## config.mk

```make
export PLATFORM = sky130hd
export DESIGN_NAME = kt_rom_arbiter
export DESIGN_NICKNAME = d
export VERILOG_FILES = /design/src/rtl/kt_rom_arbiter.sv
export SDC_FILE = /design/constraint.sdc
export NUM_CORES = 1
export LEC_CHECK = 0
export ABC_AREA = 1
export BUFFER_PORTS_ARGS = -buffer_cell sky130_fd_sc_hd__buf_2
export CORE_ASPECT_RATIO = 0.7
export CORE_MARGIN = 4
export CORE_UTILIZATION = 35
export CTS_CLUSTER_DIAMETER = 30
export DETAILED_ROUTE_END_ITERATION = 8
export PLACE_DENSITY_LB_ADDON = 0.25
export SYNTH_ARGS = -nofsm -noshare
export SYNTH_HDL_FRONTEND = slang
export SYNTH_SLANG_ARGS = --single-unit
export TNS_END_PERCENT = 20
```

## constraint.sdc

```tcl
create_clock -name clk -period 3.8 [get_ports clk]
set_input_delay 0.19 -clock clk [delete_from_list [all_inputs] [get_ports clk]]
set_output_delay 0.19 -clock clk [all_outputs]
set_load 0.01 [all_outputs]
```

## src/rtl/kt_rom_arbiter.sv

```systemverilog
// kt_rom_arbiter: shares the SHA-256 Kt ROM between N_REQ cores, one start-round..63 burst at a time.
// Build option KT_ARB_ROUND_ROBIN_EN selects round-robin arbitration; default is fixed priority (core 0 first).
module kt_rom_arbiter #(
    parameter int         N_REQ      = 2,
    parameter int         N_REQ_LOG2 = 1,
    parameter logic [1:0] ROM_BASE   = 2'b10
) (
    input  logic                  clk,
    input  logic                  reset,
    input  logic [N_REQ-1:0]      req,
    input  logic [6*N_REQ-1:0]    req_round,
    output logic [N_REQ-1:0]      grant,
    output logic                  busy,
    output logic [7:0]            rom_raddr,
    output logic                  rom_re,
    input  logic [31:0]           rom_rdata,
    output logic                  kt_valid,
    output logic [31:0]           kt_data,
    output logic [5:0]            kt_round,
    output logic                  kt_last
);

    typedef enum logic [1:0] {
        IDLE  = 2'd0,
        ISSUE = 2'd1,
        DRAIN = 2'd2
    } state_t;

    localparam logic [5:0] LAST_ROUND = 6'd63;

    state_t                state_q, state_d;
    logic [5:0]            cnt_q, cnt_d;
    logic [N_REQ_LOG2-1:0] owner_q, owner_d;
    logic [N_REQ-1:0]      grant_q, grant_d;
    logic                  valid_q, valid_d;
    logic [5:0]            tag_q, tag_d;

    logic                  any_req;
    logic                  owner_req;
    logic                  issue;
    logic [N_REQ_LOG2-1:0] win_idx;
    logic [5:0]            win_round;
    logic [5:0]            round_arr [N_REQ];

    generate
        for (genvar gi = 0; gi < N_REQ; gi++) begin : g_round
            assign round_arr[gi] = req_round[6*gi +: 6];
        end
    endgenerate

    assign any_req   = |req;
    assign owner_req = req[owner_q];
    assign win_round = round_arr[win_idx];

`ifdef KT_ARB_ROUND_ROBIN_EN
    localparam logic [N_REQ_LOG2:0] N_REQ_W = (N_REQ_LOG2+1)'(N_REQ);

    logic [N_REQ_LOG2-1:0] rr_q, rr_d;
    logic [2*N_REQ-1:0]    req_dbl;
    logic [N_REQ-1:0]      req_rot;
    logic [N_REQ_LOG2-1:0] win_off;
    logic [N_REQ_LOG2:0]   win_sum;
    logic [N_REQ_LOG2:0]   rr_sum;

    // Rotate requests so bit 0 is the core at the rr pointer, pick the lowest, rotate back.
    always_comb begin
        req_dbl = {req, req} >> rr_q;
        req_rot = req_dbl[N_REQ-1:0];
        win_off = '0;
        for (int k = N_REQ-1; k >= 0; k--) begin
            if (req_rot[k]) win_off = N_REQ_LOG2'(k);
        end
        win_sum = {1'b0, rr_q} + {1'b0, win_off};
        if (win_sum >= N_REQ_W) win_sum = win_sum - N_REQ_W;
        win_idx = win_sum[N_REQ_LOG2-1:0];
    end

    always_comb begin
        rr_sum = {1'b0, owner_q} + (N_REQ_LOG2+1)'(1);
        if (rr_sum >= N_REQ_W) rr_sum = rr_sum - N_REQ_W;
        rr_d = (state_q == DRAIN) ? rr_sum[N_REQ_LOG2-1:0] : rr_q;
    end

    always_ff @(posedge clk or posedge reset) begin
        if (reset) rr_q <= '0;
        else       rr_q <= rr_d;
    end
`else
    always_comb begin
        win_idx = '0;
        for (int k = N_REQ-1; k >= 0; k--) begin
            if (req[k]) win_idx = N_REQ_LOG2'(k);
        end
    end
`endif

    always_ff @(posedge clk or posedge reset) begin
        if (reset) begin
            state_q <= IDLE;
            cnt_q   <= '0;
            owner_q <= '0;
            grant_q <= '0;
            valid_q <= 1'b0;
            tag_q   <= '0;
        end else begin
            state_q <= state_d;
            cnt_q   <= cnt_d;
            owner_q <= owner_d;
            grant_q <= grant_d;
            valid_q <= valid_d;
            tag_q   <= tag_d;
        end
    end

    always_comb begin
        state_d = state_q;
        case (state_q)
            IDLE:    if (any_req) state_d = ISSUE;
            ISSUE:   if (!owner_req || cnt_q == LAST_ROUND) state_d = DRAIN;
            DRAIN:   state_d = IDLE;
            default: state_d = IDLE;
        endcase
    end

    // Burst bookkeeping; the counter saturates at round 63 and never wraps.
    always_comb begin
        cnt_d   = cnt_q;
        owner_d = owner_q;
        grant_d = grant_q;
        valid_d = issue;
        tag_d   = issue ? cnt_q : tag_q;
        case (state_q)
            IDLE: begin
                if (any_req) begin
                    owner_d = win_idx;
                    cnt_d   = win_round;
                    grant_d = N_REQ'(1) << win_idx;
                end
            end
            ISSUE: begin
                if (issue && cnt_q != LAST_ROUND) cnt_d = cnt_q + 6'd1;
            end
            DRAIN: begin
                grant_d = '0;
            end
            default: begin
                grant_d = '0;
            end
        endcase
    end

    // A delivered word is the last one whenever no further address goes out this cycle.
    always_comb begin
        issue     = (state_q == ISSUE) && owner_req;
        rom_re    = issue;
        rom_raddr = issue ? {ROM_BASE, cnt_q} : 8'h00;
        busy      = (state_q != IDLE);
        grant     = grant_q;
        kt_valid  = valid_q;
        kt_data   = valid_q ? rom_rdata : 32'h0;
        kt_round  = valid_q ? tag_q : 6'd0;
        kt_last   = valid_q && !issue;
    end

endmodule

```

; ---- Word level (Yosys, flattened, before mapping)
; Index checks and enable logic that the tools add are counted.
[word_totals]
ff_bits = 18
in_bits = 48
out_inout_bits = 52
wordCells = 50
[classes]
reduce_logical = 14
eq_ne = 6
n_mux = 18
add_sub_neg = 1
order_cmp = 2
bitwise = 2
shift = 1
[op_table]
columns = op, count
row1 = $mux W6, 6
row2 = $mux W32, 1
row3 = $pmux W6 S2, 1
row4 = $mux W8, 1
row5 = $pmux W2 S2, 2
row6 = $add A6 B1 Y6 const B, 1
row7 = $eq A6 B6 Y1 const B, 1
row8 = $mux W2, 3
row9 = $ne A2 B2 Y1 const B, 3
row10 = $ne A6 B6 Y1 const B, 1
row11 = $reduce_and A2 Y1, 3
row12 = $mux W1, 4
row13 = $reduce_bool A2 Y1, 2
row14 = $logic_and A1 B1 Y1, 3
row15 = $reduce_and A3 Y1, 1
row16 = $eq A2 B1 Y1 const B, 1
row17 = $ge A2 B2 Y1 const B, 1
row18 = $logic_not A1 Y1, 2
row19 = $logic_not A2 Y1, 1
row20 = $lt A1 B2 Y1 const B, 1
row21 = $not A1 Y2, 1
row22 = $reduce_or A2 Y1, 1
row23 = $shl A1 B1 Y2 const A, 1
row24 = $logic_or A1 B1 Y1, 1
row25 = $not A1 Y1, 1

; ---- Logic depth before layout (Yosys ltp)
[logic_depth]
word_depth = 8
depth_mapped = 8

; ---- Least setup slack after synthesis
; No wires, ideal clock.
[synth_timing]
kind = register -> output
start = register state_q[1]
end = output rom_raddr[1]
arrival_time_ns = 1.124
setup_slack_ns = 2.486
required_ns = 3.610
path_stages_with_launch = 6
path_cell_list = dfrtp_1 nor2_8 nand2_4 buf_6 buf_6 nor2_1
[synth_via]
elab_chain_len = 3
[synth_lines]
columns = item, line
row1 = from (decl), 31  ; state_t state_q, state_d;
row2 = from (signal assigned), 106  ; state_q <= state_d;
row3 = $eq A2 B1 Y1, 154  ; issue = (state_q == ISSUE) && owner_req;
row4 = $logic_and A1 B1 Y1, 154
row5 = $mux W8, 156  ; rom_raddr = issue ? {ROM_BASE, cnt_q} : 8'h00;
row6 = to (decl), 14  ; output logic [7:0] rom_raddr,
; Every way passes these cells.

; ---- Worst setup path in the final report
[layout_timing]
start = register valid_q, in the netlist kt_valid
end = output kt_round[0]
[layout_via]
elab_chain_len = 1
[layout_lines]
columns = item, line
row1 = from (decl), 35  ; logic valid_q, valid_d;
row2 = from (signal assigned), 110  ; valid_q <= valid_d;
row3 = $mux W6, 161  ; kt_round = valid_q ? tag_q : 6'd0;
row4 = to (decl), 19  ; output logic [5:0] kt_round,
; Every way passes these cells.

==> impl_results.md <==
* ANT nets after route at 0
* Switch share at 47.5%
* Post-CTS Resized at 0
* Number of buffers added on ports at 98
* Status: completed
* Synthesized cell area at 1370 um^2
* Global route overflow at 0
* Worst VDD drop at 0.395 mV
* Worst reg2reg path depth at 7
* Worst-path maximum fanout at 40
* Clock-pin slew on the worst setup and hold paths at 70 ps
* R2R Setup Slk at 2340 ps
* Largest net degree at the start of global routing at 41
* Initial Util at 37.6%
* Met3 usage at 4.61%
* Psw at 0.564 mW
* Vias in the first global route at 1,241
* Die height at 60.4 um
* Top post-synthesis cells by area: dfrtp_1 33%, nand2_1 20%, inv_1 16%
* 1st-iter DRT viols at 55
* WS Path Type: reg -> out
* Antenna diodes at 0
* Row count at 18
* DRC at 0
* Finished Core Util at 52.6%
* Detailed-route via count at 1,504
* Clock tree buffer depth at 2
* Nets at 362
* Max_cap viols at 0
* RSZ-0062 raised after global routing: false
* Fmax at 525 MHz
* Final RePlAce weighted congestion at 0.797
* Setup violations, final at 0
* Crit end category: output port
* Async SR Flop Fraction at 100%
* Total CTS buffers at 3
* Syn Inst Count at 219
* CP max stage delay at 1090 ps
* Commonest cells in the synthesized netlist: 74 x nand2_1, 58 x inv_1, 18 x dfrtp_1
* Pre-CTS setup slack at 2180 ps
* Synth Flop Type: dfrtp_1
* Yosys cell types at 25
* Total GRT Usage at 13.7%
* Final Hold Viols at 0
* Die Wd at 82.9 um
* Total Wirelength at 3.66 mm
* Initial antenna violation count at 0
* GRT met1 Usage at 16.4%
* Seq/Total Area, Yosys at 32.8%
* Number of flops mapped to enable cells by yosys at 0
* Die footprint at 5000 um^2
* Wire per inst at 10.1 um
* Avg Inst Size Synth at 6.27 um^2
* Final period util at 50.1%
* First-pass GRT wire length at 5.58 mm
* WP data arrival at 1710 ps
* Vias per cell at 4.15
* Post-CTS setup buffers at 0
* Crit path required time at 3610 ps
* P_int at 0.623 mW
* Clock Sink Count at 18
* Clock Tree Root: clkbuf_8
* R2R Path End: cnt_q[5]$_DFFE_PP0P_
* Cell breakdown of the critical path: nand2_1 > inv_1 > buf_2
* Post-synth top area cell: dfrtp_1
* Post-synth top area share at 32.8%
* Cts hold-fix bufs at 0
* Most common cell in the synthesized netlist: nand2_1
* Pre-Repair DR Iteration Count at 4
* Worst skew pair latency at 260 ps
* Syn_nets at 268
* Reg-to-reg startpoint: cnt_q[1]$_DFFE_PP0P_
* HPWL Detailed at 2.92 mm
* Hold Crit Class: in -> async
* Layout Skew at 1.75 ps
* Logic pwr share at 54.2%
* Setup tns final at 0 ps
* Clock Power Share at 13.4%
* Layout cell share with drive strength beyond 1 at 38.5%
* Count of pins over their slew limit at 0
* Highest-delay cell along the critical path: dfrtp_1
* Busiest grt layer: met2
* Synth warn at 0
* Slew @ Worst Pin at 1130 ps
* Met2 Usage GRT at 24.7%
* CORE AREA at 3650 um^2
* CTS tree: done
* Leakage power at 1.43 nW
* Slew margin rel. at 24.8%
* PD cells at 618 nW/um^2
* Synth Register Bits at 18
* P&R area growth vs syn at 39.7%
* Flop pwr share at 32.4%
* Final WS setup at 1900 ps
* Crit path time final at 1900 ps
* Crit path launch type: flop
* Htree depth at 1
* Top Ports at 100
-- placed cells by master, fill, tap and decap left out --
cell type  count
buf_2         98
nand2_1       74
inv_1         58
dfrtp_1       18
o21ai_0       14
nand3_1       10
nor2_1        10
nor2_2         5
o21ai_2        4
clkbuf_8       4
inv_2          3
nand2_2        2
nand4_1        2
nor2_8         1
nor2_4         1
nand2_4        1
xor2_1         1
o21bai_4       1
o21ai_1        1
o22ai_1        1
a31oi_1        1
ha_1           1
conb_1         1
-- power by group through the flow --
stage	logic, mW	clock network [mW]	registers, mW
5_1_grt	0.733	0.171	0.405
4_1_cts	0.656	0.163	0.386
3_3_place_gp	0.645	0	0.387
3_5_place_dp	0.651	0	0.390
2_1_floorplan	0.513	0	0.340
6_report	0.643	0.158	0.385
-- area by class of cell --
type | count | area (um^2)
clock buffer | 4 | 55.1
fill | 385 | 1730
inverter | 61 | 229
multi-input combinational | 131 | 631
sequential | 18 | 450
tap | 50 | 62.6
timing repair buffer | 98 | 490
-- cells by family (layout without fill, tap and decap cells) --
| group | Yosys count | in the layout | synth area share (%) |
|---|---|---|---|
| buf+inv | 70 | 163 | 21.2 |
| compound gates | 22 | 22 | 10.3 |
| simple gates | 106 | 106 | 33.8 |
| other cells | 1 | 1 | 0.273 |
| flops | 18 | 18 | 32.8 |
| xor+xnor | 1 | 1 | 0.638 |
| fa+ha+maj | 1 | 1 | 0.911 |
-- state kept, by name (all words and copies together), names as in the netlist --
| register | cells |
|---|---|
| cnt_q | 6 |
| grant | 2 |
| tag_q | 6 |
| owner_q | 1 |
| kt_valid | 1 |
| state_q | 2 |
-- routing by layer --
layer	up-vias	wire, um
li1	811	-
met1	645	1590
met2	45	1800
met3	3	254
met4	0	17
met5	-	0
-- worst max path at each step --
stage	startpoint	end	slack, ps
final	kt_valid$_DFF_PP0_	kt_round[0]	1900
after global placement	kt_valid$_DFF_PP0_	kt_round[0]	2200
after floorplan	state_q[1]$_DFFE_PP0P_	rom_raddr[1]	2490
after global routing	kt_valid$_DFF_PP0_	kt_data[11]	1690
after CTS	kt_valid$_DFF_PP0_	kt_round[0]	1890
after detailed placement	kt_valid$_DFF_PP0_	kt_round[0]	2180
-- through the flow --
stage | std cells | power, mW | area (um^2) | hold WS (ps)
after floorplan | 219 | 0.853 | 1370 | 129
after global placement | 358 | 1.03 | 1860 | 346
after detailed placement | 358 | 1.04 | 1860 | 341
after CTS | 362 | 1.21 | 1920 | 64.2
after global routing | 362 | 1.31 | 1920 | 95.4
final | 362 | 1.19 | 1920 | 35.8
-- worst max-delay path, delay by kind of cell, from the launching register on --
kind          cells  cell delay (ps)
buf+inv           2              200
flops             1             1090
simple gates      1              150
No activity file was read; power rests on OpenSTA's default activity.
